**src/rtl/seq_alu_if.sv**
```systemverilog
// Operand/result handshake bundle for seq_alu: valid/ready on the issue side and on the writeback side.
interface seq_alu_if #(
  parameter int WIDTH = 32
);
  logic             in_valid;
  logic             in_ready;
  logic [WIDTH-1:0] src_a;
  logic [WIDTH-1:0] src_b;
  logic [3:0]       control;
  logic             out_valid;
  logic             out_ready;
  logic [WIDTH-1:0] out;
  logic             div_by_zero;

  modport slave (
    input  in_valid, src_a, src_b, control, out_ready,
    output in_ready, out_valid, out, div_by_zero
  );

  modport master (
    output in_valid, src_a, src_b, control, out_ready,
    input  in_ready, out_valid, out, div_by_zero
  );
endinterface

```
**src/rtl/seq_alu.sv**
```systemverilog
// Registered ALU with an iterative restoring divider; latency 1 (WIDTH+1 for a divide), one-cycle bubble when issued while draining.
// Result is held in DONE until out_ready; in_ready drops during a divide and while a result is stalled.
module seq_alu #(
  parameter int WIDTH = 32
) (
  input logic     clk,
  input logic     reset,
  seq_alu_if.slave bus
);
  localparam int CNT_W = $clog2(WIDTH);

  localparam logic [3:0] OP_ADD  = 4'd0;
  localparam logic [3:0] OP_SUB  = 4'd1;
  localparam logic [3:0] OP_MUL  = 4'd2;
  localparam logic [3:0] OP_DIV  = 4'd3;
  localparam logic [3:0] OP_DIVS = 4'd4;
  localparam logic [3:0] OP_AND  = 4'd5;
  localparam logic [3:0] OP_OR   = 4'd6;
  localparam logic [3:0] OP_NOT  = 4'd7;
  localparam logic [3:0] OP_NEG  = 4'd8;
  localparam logic [3:0] OP_LT   = 4'd9;
  localparam logic [3:0] OP_LTE  = 4'd10;
  localparam logic [3:0] OP_GT   = 4'd11;
  localparam logic [3:0] OP_GTE  = 4'd12;
  localparam logic [3:0] OP_EQ   = 4'd13;
  localparam logic [3:0] OP_NEQ  = 4'd14;

  typedef enum logic [1:0] {S_IDLE, S_DIVIDE, S_DONE} state_t;

  state_t           state_q, state_d;
  logic [WIDTH-1:0] out_q, out_d;
  logic             dbz_q, dbz_d;
  logic             bub_q, bub_d;
  logic [CNT_W-1:0] cnt_q, cnt_d;
  logic [WIDTH-1:0] dvd_q, dvd_d;
  logic [WIDTH-1:0] dvs_q, dvs_d;
  logic [WIDTH-1:0] rem_q, rem_d;

  logic             accept;
  logic             is_div;
  logic [WIDTH-1:0] div_num, div_den;
  logic [WIDTH-1:0] alu_res;
  logic [WIDTH:0]   trial;
  logic             q_bit;
  logic [WIDTH-1:0] rem_iter, dvd_iter;

  assign bus.in_ready    = (state_q == S_IDLE) || ((state_q == S_DONE) && bus.out_ready);
  assign bus.out_valid   = (state_q == S_DONE);
  assign bus.out         = out_q;
  assign bus.div_by_zero = dbz_q;

  assign accept  = bus.in_valid && bus.in_ready;
  assign is_div  = (bus.control == OP_DIV) || (bus.control == OP_DIVS);
  assign div_num = (bus.control == OP_DIVS) ? bus.src_b : bus.src_a;
  assign div_den = (bus.control == OP_DIVS) ? bus.src_a : bus.src_b;

  // One restoring step; the quotient bit fills the dividend register from the LSB.
  assign trial    = {rem_q, dvd_q[WIDTH-1]};
  assign q_bit    = (trial >= {1'b0, dvs_q});
  assign rem_iter = q_bit ? (trial[WIDTH-1:0] - dvs_q) : trial[WIDTH-1:0];
  assign dvd_iter = {dvd_q[WIDTH-2:0], q_bit};

  always_comb begin
    alu_res = '0;
    case (bus.control)
      OP_ADD:  alu_res = bus.src_a + bus.src_b;
      OP_SUB:  alu_res = bus.src_a - bus.src_b;
      OP_MUL:  alu_res = bus.src_a * bus.src_b;
      OP_AND:  alu_res = bus.src_a & bus.src_b;
      OP_OR:   alu_res = bus.src_a | bus.src_b;
      OP_NOT:  alu_res[0] = (bus.src_a == '0);
      OP_NEG:  alu_res = ~bus.src_a;
      OP_LT:   alu_res[0] = (bus.src_a < bus.src_b);
      OP_LTE:  alu_res[0] = (bus.src_a <= bus.src_b);
      OP_GT:   alu_res[0] = (bus.src_a > bus.src_b);
      OP_GTE:  alu_res[0] = (bus.src_a >= bus.src_b);
      OP_EQ:   alu_res[0] = (bus.src_a == bus.src_b);
      OP_NEQ:  alu_res[0] = (bus.src_a != bus.src_b);
      default: alu_res = '0;
    endcase
  end

  always_comb begin
    state_d = state_q;
    out_d   = out_q;
    dbz_d   = dbz_q;
    bub_d   = bub_q;
    cnt_d   = cnt_q;
    dvd_d   = dvd_q;
    dvs_d   = dvs_q;
    rem_d   = rem_q;

    case (state_q)
      S_DIVIDE: begin
        if (bub_q) begin
          bub_d   = 1'b0;
          state_d = S_DONE;
        end else begin
          rem_d = rem_iter;
          dvd_d = dvd_iter;
          if (cnt_q == '0) begin
            state_d = S_DONE;
            out_d   = dvd_iter;
            dbz_d   = 1'b0;
          end else begin
            cnt_d = cnt_q - 1'b1;
          end
        end
      end
      S_DONE: begin
        if (bus.out_ready) state_d = S_IDLE;
      end
      default: ;
    endcase

    // Issue while draining parks one cycle in DIVIDE so out_valid always drops between results.
    if (accept) begin
      if (is_div && (div_den != '0)) begin
        dvd_d   = div_num;
        dvs_d   = div_den;
        rem_d   = '0;
        cnt_d   = CNT_W'(WIDTH - 1);
        bub_d   = 1'b0;
        state_d = S_DIVIDE;
      end else begin
        out_d   = is_div ? '1 : alu_res;
        dbz_d   = is_div;
        bub_d   = (state_q == S_DONE);
        state_d = (state_q == S_DONE) ? S_DIVIDE : S_DONE;
      end
    end
  end

  always_ff @(posedge clk or posedge reset) begin
    if (reset) begin
      state_q <= S_IDLE;
      out_q   <= '0;
      dbz_q   <= 1'b0;
      bub_q   <= 1'b0;
      cnt_q   <= '0;
      dvd_q   <= '0;
      dvs_q   <= '0;
      rem_q   <= '0;
    end else begin
      state_q <= state_d;
      out_q   <= out_d;
      dbz_q   <= dbz_d;
      bub_q   <= bub_d;
      cnt_q   <= cnt_d;
      dvd_q   <= dvd_d;
      dvs_q   <= dvs_d;
      rem_q   <= rem_d;
    end
  end
endmodule

```
**src/flat_wrapper.sv**
```systemverilog
// flat-port wrapper written by rule: the top's interface ports become plain ports
module seq_alu_flat 
#(
  parameter int WIDTH = 32
)
  (clk, reset, bus_in_valid, bus_src_a, bus_src_b, bus_control, bus_out_ready, bus_in_ready, bus_out_valid, bus_out, bus_div_by_zero);
  seq_alu_if #(.WIDTH(WIDTH)) bus_i ();
  input logic clk;
  input logic reset;
  input wire logic [$bits(bus_i.in_valid)-1:0] bus_in_valid;
  input wire logic [$bits(bus_i.src_a)-1:0] bus_src_a;
  input wire logic [$bits(bus_i.src_b)-1:0] bus_src_b;
  input wire logic [$bits(bus_i.control)-1:0] bus_control;
  input wire logic [$bits(bus_i.out_ready)-1:0] bus_out_ready;
  output wire logic [$bits(bus_i.in_ready)-1:0] bus_in_ready;
  output wire logic [$bits(bus_i.out_valid)-1:0] bus_out_valid;
  output wire logic [$bits(bus_i.out)-1:0] bus_out;
  output wire logic [$bits(bus_i.div_by_zero)-1:0] bus_div_by_zero;
  assign bus_i.in_valid = bus_in_valid;
  assign bus_i.src_a = bus_src_a;
  assign bus_i.src_b = bus_src_b;
  assign bus_i.control = bus_control;
  assign bus_i.out_ready = bus_out_ready;
  assign bus_in_ready = bus_i.in_ready;
  assign bus_out_valid = bus_i.out_valid;
  assign bus_out = bus_i.out;
  assign bus_div_by_zero = bus_i.div_by_zero;
  seq_alu #(.WIDTH(WIDTH)) u_core (.clk(clk), .reset(reset), .bus(bus_i));
endmodule
```
**config.mk**
```make
export PLATFORM = sky130hd
export DESIGN_NAME = seq_alu_flat
export DESIGN_NICKNAME = d
export VERILOG_FILES = /design/src/rtl/seq_alu_if.sv /design/src/rtl/seq_alu.sv /design/src/flat_wrapper.sv
export SDC_FILE = /design/constraint.sdc
export NUM_CORES = 2
export LEC_CHECK = 0
export ABC_CLOCK_PERIOD_IN_PS = 12900
export CAP_MARGIN = 10
export CORE_MARGIN = 1.5
export CORE_UTILIZATION = 40
export CTS_BUF_LIST = sky130_fd_sc_hd__clkbuf_8
export CTS_CLUSTER_DIAMETER = 100
export DETAILED_ROUTE_END_ITERATION = 10
export DONT_BUFFER_PORTS = 1
export PLACE_DENSITY = 0.59
export SLEW_MARGIN = 0
export SYNTH_ARGS = -nofsm -noshare
export SYNTH_HDL_FRONTEND = slang
export SYNTH_SLANG_ARGS = --single-unit
```
**constraint.sdc**
```tcl
create_clock -name clk -period 12.9 [get_ports clk]
set_input_delay 1.935 -clock clk [delete_from_list [all_inputs] [get_ports clk]]
set_output_delay 1.935 -clock clk [all_outputs]
set_load 0.01 [all_outputs]
```
==> results by group <==
Worst hold path
  • Min-delay src: u_core.dvs_q[0]
  • Worst Hold Class: reg2reg

Synthesis
  • Synth Area in Adders: 0.403
  • Mapped Area: 28300 um2
  • Post-synth top area share: 0.290
  • Post-Syn Nets: around 4.2k
  • Register bit total from synthesis: 137
  • EDFF count, synth: 0
  • Post-synth ARST share: 1.00
  • Gate count of the mapped netlist: 3504
  • Yosys top cell by area: fa_1
  • Synth Area per Inst: 8.09 um2
  • Ys Warns: 0
  • Sequential area share after synthesis: 0.121
  • Post-synthesis cell type count: 80
  • Post-synthesis compound-gate area fraction: 0.161
  • Main area contributors after synthesis: fa_1 29%, dfrtp_1 12%, ha_1 11%, inv_1 6.8%, nor2_1 6.4%
  • Mux share of post-synthesis cell area: 0.0138
  • Simple logic cell fraction of the synthesized area: 0.165
  • Most frequent cells after synthesis: 511 x inv_1, 480 x nor2_1, 419 x nand2_1
  • Synth Area in XOR/XNOR: 0.0365
  • Most numerous cell in the Yosys netlist: inv_1
  • Largest family of logic cells by synthesized area: adder cells
  • Top_reg_cell synth: dfrtp_1

Floorplanning
  • Die area: roughly 72000 um2
  • Ports: 107
  • Row count: 97
  • Initial Utilization: 0.405
  • Height of the die: around 270 um
  • Width of the chip: between 200 and 300 um
  • Core ar.: ~70000 um2

Route
  • Antenna viol nets, final: 0
  • Drt via density: 5.98
  • Vias: 25.7k
  • Initial DRC Count: 3154
  • Routed wire length: roughly 120 mm
  • TritonRoute pass-1 iters: 7
  • DRC errors left: 0
  • Wire length per cell: between 20 and 30 um

Timing
  • Crit path time final: ~9200 ps
  • Final setup vio count: 0
  • Final Skew: 24.6 ps
  • Final hold vios: 0
  • Fin. max-slew vios: 0
  • Fmax: about 110 MHz
  • Tightest Pin Transition: between 1000 and 1500 ps
  • Worst relative slew slack: 0.240
  • Period utilisation layout: 0.716
  • RSZ-0062 raised after global routing: false
  • Final setup TNS: 0 ps

Place
  • Detail Placement HPWL: about 86 mm
  • I/O Buffers: 0
  • Routability cong.: slightly above 1

CTS
  • Deepest clock path buffer count: 2
  • CTS Hold Buffers Added: 0
  • CTS tree: yes
  • Root Buffer: clkbuf_8
  • Clock-pin slew on the worst setup and hold paths: 100 ps
  • Clock latency on the worst-skew pair: ~500 ps
  • Clock sink count: 137
  • H-tree depth: 4
  • CTS Buf Count: 17
  • Post_cts resized: 0
  • Post-CTS Setup Bufs: 0

Global routing
  • GR Overflow Total: 0
  • Antenna violations before repair: 3
  • Largest net degree at the start of global routing: between 70 and 80
  • Global-route wire length before repair: between 150 and 200 mm
  • Vias in the first global route: between 20k and 30k
  • Gr usage total: 0.320

Setup path
  • Crit path required time: between 10000 and 15000 ps
  • R2R Path Start: u_core.rem_q[1]
  • Critical Path AT: 9610 ps
  • Critical Path Sink Type: flop
  • WS Path Type: in2reg
  • Worst Path Max Fanout: 19
  • Startpoint type of the worst setup path: input pin
  • Worst setup path start: bus_src_a[5]

Layout
  • Share of layout cells above drive strength 1: 0.0319
  • Post-layout nets: roughly 4k
  • Area Overhead vs Synth: 3.78%

Job
  • Max cap viols: 0

Status
  • Status: completed
[cell families (layout without fill, tap and decap cells)]
kind of cell,after synthesis,after routing
and+or+nand+nor,1114,1114
buffers and inverters,743,596
AOI/OAI and AO/OA,687,687
adders and majority gates,666,666
DFF,137,137
xor gates and xnor gates,118,118
muxes,39,39
other,0,3
[cell usage in the layout, fill, tap and decap left out, types with 91 or more instances in the layout]
| master | netlist | routed |
|---|---|---|
| inv_1 | 511 | 511 |
| a21oi_1 | 173 | 173 |
| dfrtp_1 | 137 | 137 |
| a211oi_1 | 98 | 98 |
| nand2_1 | 419 | 419 |
| fa_1 | 411 | 411 |
| o21ai_0 | 94 | 94 |
| nor2_1 | 480 | 478 |
| xnor2_1 | 91 | 91 |
| ha_1 | 255 | 255 |
[stage by stage]
step | cells | util | setup WS [ps] | cell area, um2 | hold slack, ps
after detailed placement | 4266 | 0.414 | 3190 | 29000 | 484
after CTS | 4297 | 0.420 | 3720 | 29400 | 501
after global placement | 4266 | 0.414 | 3250 | 29000 | 478
after floorplan | 3504 | - | 4080 | 28300 | 456
after global routing | 4300 | 0.420 | 3330 | 29400 | 545
final | 4300 | 0.420 | 3660 | 29400 | 499
[metal layers]
metal  wire length (um)  global-route usage
met5                  0                   0
met3              14900              0.0920
met4               5710               0.133
met2              48400               0.469
met1              47400               0.441
[path summary, 6_finish.rpt]
check / endpoint / slack, ps / depth (start not counted)
max: u_core.bus.out[31] / 3660 / 26
min: u_core.dvs_q[0] / 500 / 2
max reg2reg: u_core.bus.out[0] / 8580 / 12
min reg2reg: u_core.dvs_q[0] / 500 / 2
max in group asynchronous: u_core.bus.out[19] / 10110 / 2
min in group asynchronous: u_core.rem_q[20] / 1420 / 1
[registers in the layout, indices dropped and copies added (netlist names)]
signal                  cells
u_core.state_q              2
u_core.bus.div_by_zero      1
u_core.dvd_q               32
u_core.dvs_q               32
u_core.cnt_q                5
u_core.rem_q               32
u_core.bus.out             32
u_core.bub_q                1
[area by class of cell]
class,instances,area [um2]
repair buffers,39,293
clock inverters,14,148
clock buffers,17,234
inverters,526,1980
fillers,7127,40600
flip-flops and latches,137,3430
multi-input cells,2624,22100
well taps,940,1180
diodes,3,7.51
[critical path: stages]
cell,delay [ps]
clkinv_1,740
nor2_1,410
fa_1,460
inv_1,80
fa_1,160
inv_1,50
fa_1,470
inv_1,50
fa_1,480
inv_1,50
fa_1,490
inv_1,60
fa_1,540
inv_1,50
fa_1,490
fa_1,420
ha_1,410
and3_1,280
nand3_1,120
a2111oi_0,600
o21ai_0,310
a21o_1,240
a21oi_1,170
xnor2_1,160
a221oi_1,260
a22oi_1,110
Power is not shown: default switching activity piles up to over one toggle a cycle in this logic, so the estimate is an artifact.
